### src/rtl/lpc_pkg.sv
// rtl/lpc_pkg.sv - shared LPC state encodings, nibble constants and address match helper
package lpc_pkg;

    typedef enum logic [3:0] {
        ST_IDLE,
        ST_CYCTYPE,
        ST_ADDR,
        ST_DATA_WR,
        ST_TAR_H,
        ST_SYNC,
        ST_DATA_RD,
        ST_TAR_P,
        ST_IGNORE
    } lpc_state_t;

    localparam logic [3:0] START_IO   = 4'b0000;
    localparam logic [3:0] START_TPM  = 4'b0101;
    localparam logic [3:0] CYC_IO_RD  = 4'b0000;
    localparam logic [3:0] CYC_IO_WR  = 4'b0010;
    localparam logic [3:0] SYNC_READY = 4'b0000;
    localparam logic [3:0] SYNC_LWAIT = 4'b0110;
    localparam logic [3:0] SYNC_ERR   = 4'b1010;
    localparam logic [3:0] LAD_IDLE   = 4'b1111;

    function automatic logic addr_hit(input logic [15:0] addr,
                                      input logic [15:0] base,
                                      input logic [15:0] mask);
        return (addr & mask) == (base & mask);
    endfunction

endpackage

### src/rtl/lpc_periph_if.sv
// rtl/lpc_periph_if.sv - LPC bus pins plus local request/response signals of the peripheral
interface lpc_periph_if;
    logic        lframe_i;
    logic [3:0]  lad_i;
    logic [3:0]  lad_o;
    logic        lad_oe_o;
    logic [15:0] addr_o;
    logic [7:0]  data_o;
    logic        wr_stb_o;
    logic        rd_stb_o;
    logic        tpm_cycle_o;
    logic [7:0]  data_i;
    logic        ack_i;

    modport slave (
        input  lframe_i, lad_i, data_i, ack_i,
        output lad_o, lad_oe_o, addr_o, data_o, wr_stb_o, rd_stb_o, tpm_cycle_o
    );

    modport master (
        output lframe_i, lad_i, data_i, ack_i,
        input  lad_o, lad_oe_o, addr_o, data_o, wr_stb_o, rd_stb_o, tpm_cycle_o
    );
endinterface

### src/rtl/lpc_periph.sv
// rtl/lpc_periph.sv - LPC IO/TPM-locality target: decodes host cycles, drives SYNC and read data
module lpc_periph
    import lpc_pkg::*;
#(
    parameter logic [15:0] IO_BASE  = 16'h0080,
    parameter logic [15:0] IO_MASK  = 16'hFFFF,
    parameter int          TPM_EN   = 1,
    parameter logic [15:0] TPM_BASE = 16'hD400,
    parameter logic [15:0] TPM_MASK = 16'hF000,
    parameter int          MAX_WAIT = 8
) (
    input  logic         clk_i,
    input  logic         rst_i,
    lpc_periph_if.slave  bus
);

    localparam int WW = (MAX_WAIT < 1) ? 1 : $clog2(MAX_WAIT + 1);

    lpc_state_t  state, nxt_state;
    logic [1:0]  cnt, nxt_cnt;
    logic [WW-1:0] wait_cnt, nxt_wait;
    logic        is_wr, nxt_is_wr;
    logic        err, nxt_err;
    logic        tpm, nxt_tpm;
    logic [15:0] addr, nxt_addr;
    logic [7:0]  wdata, nxt_wdata;
    logic [7:0]  rdata, nxt_rdata;
    logic [3:0]  lad, nxt_lad;
    logic        oe, nxt_oe;
    logic        wr_stb, nxt_wr_stb;
    logic        rd_stb, nxt_rd_stb;

    logic        start_ok;
    logic [15:0] addr_shift;
    logic        addr_ok;
    logic        sync_step;
    logic [7:0]  rd_byte;

    assign start_ok   = (bus.lad_i == START_IO) || ((TPM_EN != 0) && (bus.lad_i == START_TPM));
    assign addr_shift = {addr[11:0], bus.lad_i};
    assign addr_ok    = tpm ? ((TPM_EN != 0) && addr_hit(addr_shift, TPM_BASE, TPM_MASK))
                            : addr_hit(addr_shift, IO_BASE, IO_MASK);
    // ack is sampled on the edge that enters SYNC and on every long-wait edge after it
    assign sync_step  = ((state == ST_TAR_H) && (cnt == 2'd1)) ||
                        ((state == ST_SYNC) && (lad == SYNC_LWAIT));
    assign rd_byte    = err ? 8'hFF : rdata;

    always_ff @(posedge clk_i or posedge rst_i) begin
        if (rst_i) begin
            state    <= ST_IDLE;
            cnt      <= '0;
            wait_cnt <= '0;
            is_wr    <= 1'b0;
            err      <= 1'b0;
            tpm      <= 1'b0;
            addr     <= '0;
            wdata    <= '0;
            rdata    <= '0;
            lad      <= LAD_IDLE;
            oe       <= 1'b0;
            wr_stb   <= 1'b0;
            rd_stb   <= 1'b0;
        end else begin
            state    <= nxt_state;
            cnt      <= nxt_cnt;
            wait_cnt <= nxt_wait;
            is_wr    <= nxt_is_wr;
            err      <= nxt_err;
            tpm      <= nxt_tpm;
            addr     <= nxt_addr;
            wdata    <= nxt_wdata;
            rdata    <= nxt_rdata;
            lad      <= nxt_lad;
            oe       <= nxt_oe;
            wr_stb   <= nxt_wr_stb;
            rd_stb   <= nxt_rd_stb;
        end
    end

    always_comb begin
        nxt_state  = state;
        nxt_cnt    = cnt;
        nxt_wait   = wait_cnt;
        nxt_is_wr  = is_wr;
        nxt_err    = err;
        nxt_tpm    = tpm;
        nxt_addr   = addr;
        nxt_wdata  = wdata;
        nxt_rdata  = rdata;
        nxt_lad    = LAD_IDLE;
        nxt_oe     = 1'b0;
        nxt_wr_stb = 1'b0;
        nxt_rd_stb = 1'b0;

        if (!bus.lframe_i) begin
            if (start_ok) begin
                nxt_state = ST_CYCTYPE;
                nxt_tpm   = (bus.lad_i == START_TPM);
                nxt_cnt   = '0;
                nxt_wait  = '0;
                nxt_err   = 1'b0;
            end else begin
                nxt_state = ST_IDLE;
            end
        end else begin
            case (state)
                ST_CYCTYPE: begin
                    nxt_cnt = '0;
                    if (bus.lad_i == CYC_IO_RD) begin
                        nxt_state = ST_ADDR;
                        nxt_is_wr = 1'b0;
                    end else if (bus.lad_i == CYC_IO_WR) begin
                        nxt_state = ST_ADDR;
                        nxt_is_wr = 1'b1;
                    end else begin
                        nxt_state = ST_IGNORE;
                    end
                end
                ST_ADDR: begin
                    nxt_addr = addr_shift;
                    nxt_cnt  = cnt + 2'd1;
                    if (cnt == 2'd3) begin
                        nxt_cnt   = '0;
                        nxt_state = !addr_ok ? ST_IGNORE : (is_wr ? ST_DATA_WR : ST_TAR_H);
                    end
                end
                ST_DATA_WR: begin
                    if (cnt == 2'd0) begin
                        nxt_wdata[3:0] = bus.lad_i;
                        nxt_cnt        = 2'd1;
                    end else begin
                        nxt_wdata[7:4] = bus.lad_i;
                        nxt_cnt        = '0;
                        nxt_state      = ST_TAR_H;
                    end
                end
                ST_TAR_H: begin
                    nxt_cnt = 2'd1;
                    if (cnt == 2'd1) begin
                        nxt_state  = ST_SYNC;
                        nxt_cnt    = '0;
                        nxt_wr_stb = is_wr;
                        nxt_rd_stb = !is_wr;
                    end
                end
                ST_SYNC: begin
                    // a ready or error nibble is on the bus: hand over to data or turnaround
                    if (lad != SYNC_LWAIT) begin
                        nxt_oe  = 1'b1;
                        nxt_cnt = '0;
                        if (is_wr) begin
                            nxt_state = ST_TAR_P;
                        end else begin
                            nxt_state = ST_DATA_RD;
                            nxt_lad   = rd_byte[3:0];
                        end
                    end
                end
                ST_DATA_RD: begin
                    nxt_oe = 1'b1;
                    if (cnt == 2'd0) begin
                        nxt_lad = rd_byte[7:4];
                        nxt_cnt = 2'd1;
                    end else begin
                        nxt_cnt   = '0;
                        nxt_state = ST_TAR_P;
                    end
                end
                ST_TAR_P: begin
                    nxt_cnt = 2'd1;
                    if (cnt == 2'd1) begin
                        nxt_cnt   = '0;
                        nxt_state = ST_IDLE;
                    end
                end
                ST_IDLE, ST_IGNORE: begin
                end
                default: nxt_state = ST_IDLE;
            endcase

            if (sync_step) begin
                nxt_oe = 1'b1;
                if (bus.ack_i) begin
                    nxt_lad   = SYNC_READY;
                    nxt_rdata = bus.data_i;
                end else if (wait_cnt == WW'(MAX_WAIT)) begin
                    nxt_lad = SYNC_ERR;
                    nxt_err = 1'b1;
                end else begin
                    nxt_lad  = SYNC_LWAIT;
                    nxt_wait = wait_cnt + 1'b1;
                end
            end
        end
    end

    assign bus.lad_o       = lad;
    assign bus.lad_oe_o    = oe;
    assign bus.addr_o      = addr;
    assign bus.data_o      = wdata;
    assign bus.wr_stb_o    = wr_stb;
    assign bus.rd_stb_o    = rd_stb;
    assign bus.tpm_cycle_o = tpm;

endmodule
### src/flat_wrapper.sv
// flat-port wrapper written by rule: the top's interface ports become plain ports
module lpc_periph_flat import lpc_pkg::*;
#(
    parameter logic [15:0] IO_BASE  = 16'h0080,
    parameter logic [15:0] IO_MASK  = 16'hFFFF,
    parameter int          TPM_EN   = 1,
    parameter logic [15:0] TPM_BASE = 16'hD400,
    parameter logic [15:0] TPM_MASK = 16'hF000,
    parameter int          MAX_WAIT = 8
)
  (clk_i, rst_i, bus_lframe_i, bus_lad_i, bus_data_i, bus_ack_i, bus_lad_o, bus_lad_oe_o, bus_addr_o, bus_data_o, bus_wr_stb_o, bus_rd_stb_o, bus_tpm_cycle_o);
  lpc_periph_if bus_i ();
  input  logic clk_i;
  input  logic rst_i;
  input wire logic [$bits(bus_i.lframe_i)-1:0] bus_lframe_i;
  input wire logic [$bits(bus_i.lad_i)-1:0] bus_lad_i;
  input wire logic [$bits(bus_i.data_i)-1:0] bus_data_i;
  input wire logic [$bits(bus_i.ack_i)-1:0] bus_ack_i;
  output wire logic [$bits(bus_i.lad_o)-1:0] bus_lad_o;
  output wire logic [$bits(bus_i.lad_oe_o)-1:0] bus_lad_oe_o;
  output wire logic [$bits(bus_i.addr_o)-1:0] bus_addr_o;
  output wire logic [$bits(bus_i.data_o)-1:0] bus_data_o;
  output wire logic [$bits(bus_i.wr_stb_o)-1:0] bus_wr_stb_o;
  output wire logic [$bits(bus_i.rd_stb_o)-1:0] bus_rd_stb_o;
  output wire logic [$bits(bus_i.tpm_cycle_o)-1:0] bus_tpm_cycle_o;
  assign bus_i.lframe_i = bus_lframe_i;
  assign bus_i.lad_i = bus_lad_i;
  assign bus_i.data_i = bus_data_i;
  assign bus_i.ack_i = bus_ack_i;
  assign bus_lad_o = bus_i.lad_o;
  assign bus_lad_oe_o = bus_i.lad_oe_o;
  assign bus_addr_o = bus_i.addr_o;
  assign bus_data_o = bus_i.data_o;
  assign bus_wr_stb_o = bus_i.wr_stb_o;
  assign bus_rd_stb_o = bus_i.rd_stb_o;
  assign bus_tpm_cycle_o = bus_i.tpm_cycle_o;
  lpc_periph #(.IO_BASE(IO_BASE), .IO_MASK(IO_MASK), .TPM_EN(TPM_EN), .TPM_BASE(TPM_BASE), .TPM_MASK(TPM_MASK), .MAX_WAIT(MAX_WAIT)) u_core (.clk_i(clk_i), .rst_i(rst_i), .bus(bus_i));
endmodule
### config.mk
export PLATFORM = sky130hd
export DESIGN_NAME = lpc_periph_flat
export DESIGN_NICKNAME = d
export VERILOG_FILES = /design/src/rtl/lpc_pkg.sv /design/src/rtl/lpc_periph_if.sv /design/src/rtl/lpc_periph.sv /design/src/flat_wrapper.sv
export SDC_FILE = /design/constraint.sdc
export NUM_CORES = 1
export LEC_CHECK = 0
export ABC_AREA = 1
export BUFFER_PORTS_ARGS = -buffer_cell sky130_fd_sc_hd__buf_2
export CAP_MARGIN = 40
export CORE_UTILIZATION = 45
export CTS_BUF_LIST = sky130_fd_sc_hd__clkbuf_8 sky130_fd_sc_hd__clkbuf_16
export DETAILED_ROUTE_END_ITERATION = 10
export GPL_TIMING_DRIVEN = 0
export PLACE_DENSITY = 0.63
export SYNTH_ARGS = -nofsm -noshare
export SYNTH_HDL_FRONTEND = slang
export SYNTH_SLANG_ARGS = --single-unit
### constraint.sdc
create_clock -name clk_i -period 2.8 [get_ports clk_i]
set_input_delay 0.28 -clock clk_i [delete_from_list [all_inputs] [get_ports clk_i]]
set_output_delay 0.28 -clock clk_i [all_outputs]
set_load 0.005 [all_outputs]
==> flow_summary.toml, run 1 <==
[status]
status = "completed"

[critical_path]
reg2reg_from = "u_core.state[3]"
critPathCapture = "u_core.state[1]"
criticalPathCategory = "reg -> reg"
end_kind = "register"
critPathRequiredTime_ns = 3.01
rr_endpoint = "u_core.state[1]"
cp-startpoint = "u_core.state[3]"
path_cells = "inv_2 > nand2_2 > nor2_2 > nand3_2 > nand2_1 > nor2_1 > nand2_2 > inv_2 > nand3_1 > nand2_1"
r2r_cells = 10
cp.arrival_ns = 1.88
crit_slowest_cell = "dfrtp_1"
ff2ff_setup_slack_ns = 1.13
slowest_delay_ns = 0.47
worstSetupStartpointType = "register"
crit_fanout = 9

[timing]
maxSlewViolCount = 0
finalHoldViolations = 0
worst_pin_slew_ns = 0.528
max_freq_mhz = 599
period_minus_slack_ns = 1.67
slew_headroom_pct = 64.8
grt_setup_unrepaired = "no"
finalSetupViolations = 0
tns_ns = 0
finalClockSkew_ns = 0.0115
fin_crit_sh_pct = 59.6

[global_routing]
antenna_found_initial = 0
grt_overflow = 0
grt_max_degree = 39
grt_pass1_vias = 2090
gr-usage-all-layers_pct = 20.9
grt_pass1_wl_um = 10100

[die]
die_h_um = 79.4
die_x_um = 79.4
dieArea_um2 = 6300
ios = 48
core_area_um2 = 5640
rows = 27
start_util_pct = 47.7

[pwr]
power.density_nw_per_um2 = 627
vdd_drop_max_uv = 497
fin_total_pwr_mw = 1.97
p_leak_nw = 1.69

[clocking]
clock_sinks = 52
cts-resized-gates = 0
cts_max_level = 2
clkSlewWorstSetupHoldPaths_ns = 0.11
clock_latency_ns = 0.32
cts_made_buffers = 5
cts_root_buf = "clkbuf_8"
cts_tree = "done"
cts_buffer_depth = 2

[routing]
wire_per_inst_um = 13.0
detail_route.vias_per_cell = 4.87
vias = 2247
initialDrtViolationCount = 143
ant_nets = 0
first_pass_iters = 4
routed_wl_um = 5970
drcViolationCount = 0

[finish]
fin_nets = 409
area_delta_synth_final_pct = 16.5
final_layout_size_suffix_gt1_share_pct = 26.2
insertedDiodeCount = 0

[logic_synthesis]
synth-edff-count = 0
synth-seq-cells = 52
syn-num-nets = 354
ys.flop_type = "dfrtp_1"
syn_avg_cell_area_um2 = 8.09
syn-cell-area_um2 = 2690
ys_types = 30
async_flop_share_pct = 100
ys_seq_area_share_pct = 48.5
yosysWarnings = 0
syn_inst = 333

[run]
cap_violations = 0

[placed_design]
gp_congestion = 0.868
numPortBuffers = 46
dpl.hpwl_um = 4490

[hold_path]
hold_path_class = "in -> reg"
[cell type report]
| type | instances | area, um2 |
|---|---|---|
| fill | 544 | 2500 |
| sequential | 52 | 1310 |
| multi-input combinational | 224 | 1150 |
| timing repair buffer | 48 | 260 |
| inverter | 51 | 191 |
| tap | 72 | 90.1 |
| clock buffer | 5 | 68.8 |
| buffer | 6 | 41.3 |
| clock inverter | 3 | 26.3 |
[through the flow]
step	setup WS, ns	cells	instance area [um2]	hold slack, ns	util [%]
finish	1.13	461	3140	0.191	55.6
global route	0.987	461	3140	0.186	55.6
CTS	1.13	461	3140	0.185	55.6
detailed placement	1.17	452	3030	0.262	53.8
global placement	0.572	451	3010	0.446	53.4
floorplan	1.27	333	2690	0.401	-
[synth_stat cells (3+ instances only)]
cell | number | area share [%]
o21ai_2 | 8 | 2.6
o21ai_0 | 28 | 5.2
inv_2 | 9 | 1.3
nand2_1 | 85 | 12
nor2_1 | 29 | 4.0
buf_2 | 3 | 0.56
dfstp_2 | 4 | 3.9
nor2_2 | 4 | 0.93
nand4_1 | 7 | 1.6
nor2_4 | 3 | 1.3
dfrtp_1 | 48 | 45
nand2_2 | 5 | 1.2
o21ai_1 | 8 | 1.5
ha_1 | 5 | 2.3
inv_1 | 42 | 5.9
a21oi_1 | 3 | 0.56
nand3_1 | 24 | 4.5
[per-layer routing]
layer	global-route usage, %	up-vias	wire length, um
met3	3.54	7	183
li1	-	1165	-
met4	7.09	0	87
met2	31.4	33	2680
met5	0	-	0
met1	30.4	1042	3020
[state kept, by name, summed over array words and instances (netlist names), 2 cells and up]
signal             count
u_core.bus.addr_o     16
u_core.bus.data_o      8
u_core.rdata           8
u_core.bus.lad_o       4
u_core.state           4
u_core.wait_cnt        4
u_core.cnt             2
[logic make-up (layout without fill, tap and decap cells)]
group / Yosys count / after routing / synth area share [%]
AO/OA/AOI/OAI: 54 / 54 / 12.5
XOR/XNOR: 2 / 2 / 0.650
adder cells (fa/ha/maj): 5 / 5 / 2.32
buffers and inverters: 57 / 113 / 8.64
flip-flops: 52 / 52 / 48.5
AND/OR/NAND/NOR: 163 / 163 / 27.4
[placed cells by master, fill, tap and decap left out, drive strengths merged, types with 3 or more instances in the layout]
cell    count
nor2       36
dfrtp      48
nand4       7
dfstp       4
inv        52
buf        52
o21ai      46
nand3      26
nand2      91
ha          5
a21oi       3
clkbuf      6
[how the worst min path moves through the flow]
stage	from	to	slack, ns	cells past startpoint
floorplan	bus_lad_i[2]	u_core.bus.addr_o[2]	0.40	2
global route	bus_data_i[1]	u_core.rdata[1]	0.19	3
global placement	u_core.is_wr	u_core.bus.rd_stb_o	0.45	1
finish	bus_data_i[6]	u_core.rdata[6]	0.19	3
detailed placement	rst_i	u_core.wait_cnt[0]	0.26	2
CTS	bus_data_i[5]	u_core.rdata[5]	0.19	3
[critical path, delay by kind of cell (launching register included)]
| kind | cells | cell delay [ns] |
|---|---|---|
| flip-flops | 1 | 0.47 |
| buffers and inverters | 2 | 0.16 |
| AND/OR/NAND/NOR | 8 | 0.94 |
[power breakdown]
part | leakage [nW] | switching (mW) | internal (mW)
sequential | 0.678 | 0.130 | 0.899
combinational | 0.973 | 0.273 | 0.205
clock | 0.0423 | 0.277 | 0.182
total | 1.69 | 0.680 | 1.29
[what timing repair did]
item                                    CTS  global route
setup buffers                             0             0
hold buffers                              1             0
endpoints found under the hold margin    10             0
endpoints found under the setup margin    0             0
(Power assumes the default switching activity.)
==> run 2, diff against run 1 <==
--- a/config.mk
+++ b/config.mk
@@ -12,7 +12,7 @@
 export CTS_BUF_LIST = sky130_fd_sc_hd__clkbuf_8 sky130_fd_sc_hd__clkbuf_16
 export DETAILED_ROUTE_END_ITERATION = 10
 export GPL_TIMING_DRIVEN = 0
-export PLACE_DENSITY = 0.63
+export PLACE_DENSITY = 0.65
 export SYNTH_ARGS = -nofsm -noshare
 export SYNTH_HDL_FRONTEND = slang
 export SYNTH_SLANG_ARGS = --single-unit
==> constraint.sdc (replaced) <==
create_clock -name clk_i -period 1.4 [get_ports clk_i]
set_input_delay 0.14 -clock clk_i [delete_from_list [all_inputs] [get_ports clk_i]]
set_output_delay 0.14 -clock clk_i [all_outputs]
set_load 0.005 [all_outputs]
==> run 2 against run 1 <==
  * The flow now finishes with violations (setup timing)
  * Critical path depth unchanged
  * Cell area increased by 14%
  * Via count increased by 9.3%
  * Final cell count increased by 7.2%
  * Critical endpoint is now u_core.wait_cnt[1]
  * Largest cell class is now multi-input combinational cells
==> flow_summary.toml, run 2 (same netlist as run 1, synthesis figures left out) <==
[status]
status = "complete, but fails checks"
failed_checks = "setup timing"

[global_routing]
grtUsageMet1_pct = 30.4
grt_overflow = 0
use_met3_pct = 3.54
antenna_found_initial = 0
grt_pass1_vias = 2358
grt_max_degree = 34
met2_usage_pct = 35.4
gr-usage-all-layers_pct = 22.3
grt_pass1_wl_um = 10900
grt_busiest_layer = "met2"

[routing]
detail_route.vias_per_cell = 4.97
routed_wl_um = 6640
wire_per_inst_um = 13.4
drcViolationCount = 0
initialDrtViolationCount = 119
first_pass_iters = 4
ant_nets = 0
vias = 2455

[hold_path]
hold_path_class = "in -> reg"

[finish]
largest_register_ffs = 16
final_common_cell = "nand2_1"
multi_input_area_um2 = 1320
regArea_um2 = 1310
area_delta_synth_final_pct = 32.9
layout_common_cells = "nand2_1, buf_2, dfrtp_1, inv_1, buf_4"
fin_nets = 442
fin_util_pct = 63.5
final_layout_size_suffix_gt1_share_pct = 40.0
insertedDiodeCount = 0
finalNonFillerCells = 494
num-fill-cells = 484

[timing]
finalClockSkew_ns = 0.00969
setup_ws_ns = -0.140
maxSlewViolCount = 0
whs_ns = 0.0653
fin_crit_sh_pct = 110
finalHoldViolations = 0
finalSetupViolations = 41
slew_headroom_pct = 66.8
worst_pin_slew_ns = 0.498
max_freq_mhz = 649
grt_setup_unrepaired = "yes"
period_minus_slack_ns = 1.54

[clocking]
cts_root_buf = "clkbuf_8"
cts_made_buffers = 5
clock_latency_ns = 0.31
cts_max_level = 2
clock_sinks = 52
cts_tree = "done"
cts_buffer_depth = 2
clkSlewWorstSetupHoldPaths_ns = 0.10

[placed_design]
dpl.hpwl_um = 4440
place_ws_ns = -0.214
numPortBuffers = 46
gp_congestion = 0.890
dp_cells = 452

[critical_path]
critPathRequiredTime_ns = 1.60
crit_fanout = 4
path_buf_inv = 1
worstSetupStartpointType = "register"
cp.arrival_ns = 1.74
criticalPathCategory = "reg -> reg"
path_cells = "inv_2 > nand2_4 > nor2_4 > nand2_2 > o21ai_4 > nand2_4 > o21ai_4 > nand2_2 > nand2_1 > nand2_1"
slowest_delay_ns = 0.46
cpLargestDelayFamily = "simple AND/OR/NAND/NOR gates"
end_kind = "register"
crit_slowest_cell = "dfrtp_2"

[die]
core_area_um2 = 5640
rows = 27
ios = 48
die_h_um = 79.4
dieArea_um2 = 6300
die_x_um = 79.4
start_util_pct = 47.7

[pwr]
power.density_nw_per_um2 = 1150
fin_total_pwr_mw = 4.12
p_leak_nw = 1.89
vdd_drop_max_uv = 733

[run]
cap_violations = 0
## run 2: changes by cell type in the layout (fill, tap and decap cells not counted), sizes merged
cell / change
buf: +33
clkinv: +1
clkinvlp: -1
## run 2: where the power goes
group	switching, mW	internal, mW	leakage, nW
Clock	0.526	0.356	0.0445
Sequential	0.246	1.80	0.673
Combinational	0.644	0.544	1.17
## run 2: metal layers
layer | vias up | wire (um) | part of all wire (%)
met4 | 0 | 198 | 3.0
met2 | 48 | 3170 | 48
met1 | 1156 | 3050 | 46
li1 | 1233 | - | -
met3 | 18 | 231 | 3.5
met5 | - | 0 | 0
## run 2: timing repair
item	CTS	global route
cloned	1	0
hold buffers	1	0
pin swaps	12	12
setup buffers	27	5
setup endpoints to repair	39	49
gates resized for setup	39	24
hold endpoints to repair	15	0
## run 2: worst reg2reg max path: cells and delay by family (launching register included)
kind                   cells  cell delay (ns)
buffers and inverters      1             0.11
AOI/OAI and AO/OA          2             0.26
DFF                        1             0.46
and+or+nand+nor            7             0.61
## run 2: area by class of cell
| type | instances | area share (%) |
|---|---|---|
| Tap cell | 72 | 2.52 |
| Clock buffer | 5 | 1.92 |
| Clock inverter | 3 | 0.594 |
| Multi-Input combinational cell | 224 | 36.8 |
| Inverter | 51 | 5.42 |
| Buffer | 6 | 1.33 |
| Sequential cell | 52 | 36.6 |
| Timing Repair Buffer | 81 | 14.8 |
## run 2: metrics by stage
step | setup TNS [ns] | cell area (um2)
2_1_floorplan | -0.462 | 2700
3_3_place_gp | -38.28 | 3020
3_5_place_dp | -5.51 | 3040
4_1_cts | -2.41 | 3480
5_1_grt | -7.05 | 3580
6_report | -3.34 | 3580
## run 2: worst paths after layout
check,start,end,slack [ns],cells past startpoint
min in group asynchronous,rst_i,u_core.bus.addr_o[7],0.37,3
max in group asynchronous,rst_i,u_core.state[1],0.50,4
setup / recovery,u_core.state[3],u_core.wait_cnt[1],-0.14,10
hold / removal,bus_data_i[3],u_core.rdata[3],0.07,3
setup reg to reg,u_core.state[3],u_core.wait_cnt[1],-0.14,10
hold reg to reg,u_core.is_wr,u_core.bus.rd_stb_o,0.46,1
==> run 3, diff against run 2 <==
--- a/config.mk
+++ b/config.mk
@@ -12,7 +12,7 @@
 export CTS_BUF_LIST = sky130_fd_sc_hd__clkbuf_8 sky130_fd_sc_hd__clkbuf_16
 export DETAILED_ROUTE_END_ITERATION = 10
 export GPL_TIMING_DRIVEN = 0
-export PLACE_DENSITY = 0.65
+export PLACE_DENSITY = 0.63
 export SYNTH_ARGS = -nofsm -noshare
 export SYNTH_HDL_FRONTEND = slang
 export SYNTH_SLANG_ARGS = --single-unit
==> constraint.sdc (replaced) <==
create_clock -name clk_i -period 1.75 [get_ports clk_i]
set_input_delay 0.175 -clock clk_i [delete_from_list [all_inputs] [get_ports clk_i]]
set_output_delay 0.175 -clock clk_i [all_outputs]
set_load 0.005 [all_outputs]
==> run 3 against run 2 <==
  * The flow now finishes without violations
  * Sequential cell count unchanged
  * Clock skew up 0.0011 ns
  * Sequential power down 20%
  * Total power down 23%
  * Clock-buffer cell count unchanged
  * First-iteration DRC count up 2.5%
  * Maximum frequency down 4.8%
  * Sequential share of layout area up 4.7 points
  * Global-route usage down 1.4 points
  * Wire length down 9.2%
  * Register-to-register slack better by 0.27 ns
  * Worst setup slack better by 0.27 ns
  * Largest cell class is now flip-flops and latches
==> flow_summary.toml, run 3 (same netlist as run 1, synthesis figures left out) <==
[routing]
drcViolationCount = 0
wl_met2_um = 2670
dr_wl_met3_um = 155
first_pass_iters = 4
ant_nets = 0
wire_per_inst_um = 13.0
vias = 2259
detail_route.vias_per_cell = 4.88
initialDrtViolationCount = 122
routed_wl_um = 6030
topRoutingLayerUsed = "met4"
wl_met1_um = 3100

[timing]
slew_headroom_pct = 65.8
finalSetupViolations = 0
max_freq_mhz = 618
setup_ws_ns = 0.133
whs_ns = 0.0855
period_minus_slack_ns = 1.62
maxSlewViolCount = 0
tns_ns = 0
finalHoldViolations = 0
worst_pin_slew_ns = 0.513
fin_crit_sh_pct = 92.4
finalClockSkew_ns = 0.0108

[global_routing]
gr-usage-all-layers_pct = 20.9
grt_pass1_wl_um = 10100
grt_overflow = 0
grt_pass1_vias = 2090
antenna_found_initial = 0
grt_max_degree = 39

[placed_design]
numPortBuffers = 46
place_ws_ns = 0.120
dpl.hpwl_um = 4490
placed_area_um2 = 3030
gp_congestion = 0.868

[clocking]
clock_sinks = 52
cts_buffer_depth = 2
cts_max_level = 2
clock_latency_ns = 0.32
cts_tree = "done"
cts_root_buf = "clkbuf_8"
clkSlewWorstSetupHoldPaths_ns = 0.10
cts_made_buffers = 5

[critical_path]
critPathRequiredTime_ns = 1.97
cp.arrival_ns = 1.83
crit_fanout = 4
reg2reg_from = "u_core.bus.lad_o[2]"
rr_endpoint = "u_core.wait_cnt[1]"
r2r_cells = 9
ff2ff_setup_slack_ns = 0.13
criticalPathCategory = "reg -> reg"
worstSetupStartpointType = "register"
end_kind = "register"

[die]
core_area_um2 = 5640
dieArea_um2 = 6300
rows = 27
die_h_um = 79.4
die_x_um = 79.4
ios = 48
start_util_pct = 47.7

[finish]
largest_register_ffs = 16
design_area_um2 = 3170
fin_nets = 411
final_layout_size_suffix_gt1_share_pct = 27.1
area_delta_synth_final_pct = 17.7
final_common_cell = "nand2_1"
layout_common_cells = "nand2_1, buf_2, dfrtp_1, inv_1"
insertedDiodeCount = 0

[pwr]
vdd_drop_max_uv = 796
power.density_nw_per_um2 = 994
p_leak_nw = 1.70

[hold_path]
hold_path_class = "in -> reg"
hold_path_depth = 3
worstHoldStart = "bus_data_i[6]"
holdPathEnd = "u_core.rdata[6]"

[status]
status = "completed"

[run]
cap_violations = 0
==> run 3: cell types whose count changed in the layout (fill, tap and decap cells not counted), moves of 4 or more <==
cell	before	now
buf_6	9	2
nand2_1	72	85
o21ai_1	15	8
o21ai_0	21	28
nand2_2	15	5
buf_4	27	2
inv_2	15	10
nor2_1	24	28
inv_1	35	41
==> run 3: metrics by stage <==
stage	instances	total power, mW	util, %
6_report	463	3.15	56.2
5_1_grt	463	3.35	56.2
4_1_cts	461	3.18	55.6
3_5_place_dp	452	2.44	53.8
3_3_place_gp	451	2.42	53.4
2_1_floorplan	333	2.07	-
==> run 3: where the power goes <==
| group | internal (mW) | switching [mW] |
|---|---|---|
| clock network | 0.292 | 0.440 |
| registers | 1.44 | 0.210 |
| logic | 0.330 | 0.439 |
| total | 2.06 | 1.09 |
==> run 3: routing by layer <==
layer / GRT usage (%) / vias to the layer above
met5: 0 / -
met3: 3.54 / 9
met1: 30.4 / 1043
met2: 31.4 / 39
met4: 7.09 / 0
li1: - / 1168
==> run 3: final cells by class <==
| cell class | instances | area, um2 |
|---|---|---|
| buffer | 6 | 41.3 |
| clock inverter | 3 | 26.3 |
| sequential | 52 | 1310 |
| fill | 542 | 2470 |
| clock buffer | 5 | 68.8 |
| inverter | 51 | 191 |
| tap | 72 | 90.1 |
| timing repair buffer | 50 | 275 |
| multi-input combinational | 224 | 1170 |
==> run 3: timing repair <==
action	4_1_cts	5_1_grt
endpoints found under the setup margin	0	9
hold buffers	1	0
gates resized for setup	0	4
endpoints found under the hold margin	10	0
buffers inserted	0	2
==> run 3: worst max-delay path by stage <==
stage                     cells after the start                  to                 from  slack, ns
after floorplan                               9  u_core.wait_cnt[2]  u_core.bus.lad_o[2]       0.27
after global placement                        2     u_core.state[2]                rst_i      -0.37
after detailed placement                     10     u_core.state[1]      u_core.state[3]       0.12
after CTS                                    10     u_core.state[1]      u_core.state[3]       0.08
after global routing                         10  u_core.wait_cnt[1]      u_core.state[3]     -0.004
final                                         9  u_core.wait_cnt[1]  u_core.bus.lad_o[2]       0.13
==> run 3: worst max-delay path, cell delays in order (launching register included) <==
cell and delay, ns:
dfstp_2 0.53, nand2_1 0.05, inv_1 0.06, nand3_1 0.13, o21ai_4 0.25, nand2_4 0.11
o21ai_4 0.17, nand2_2 0.10, nand2_1 0.07, nand2_1 0.05
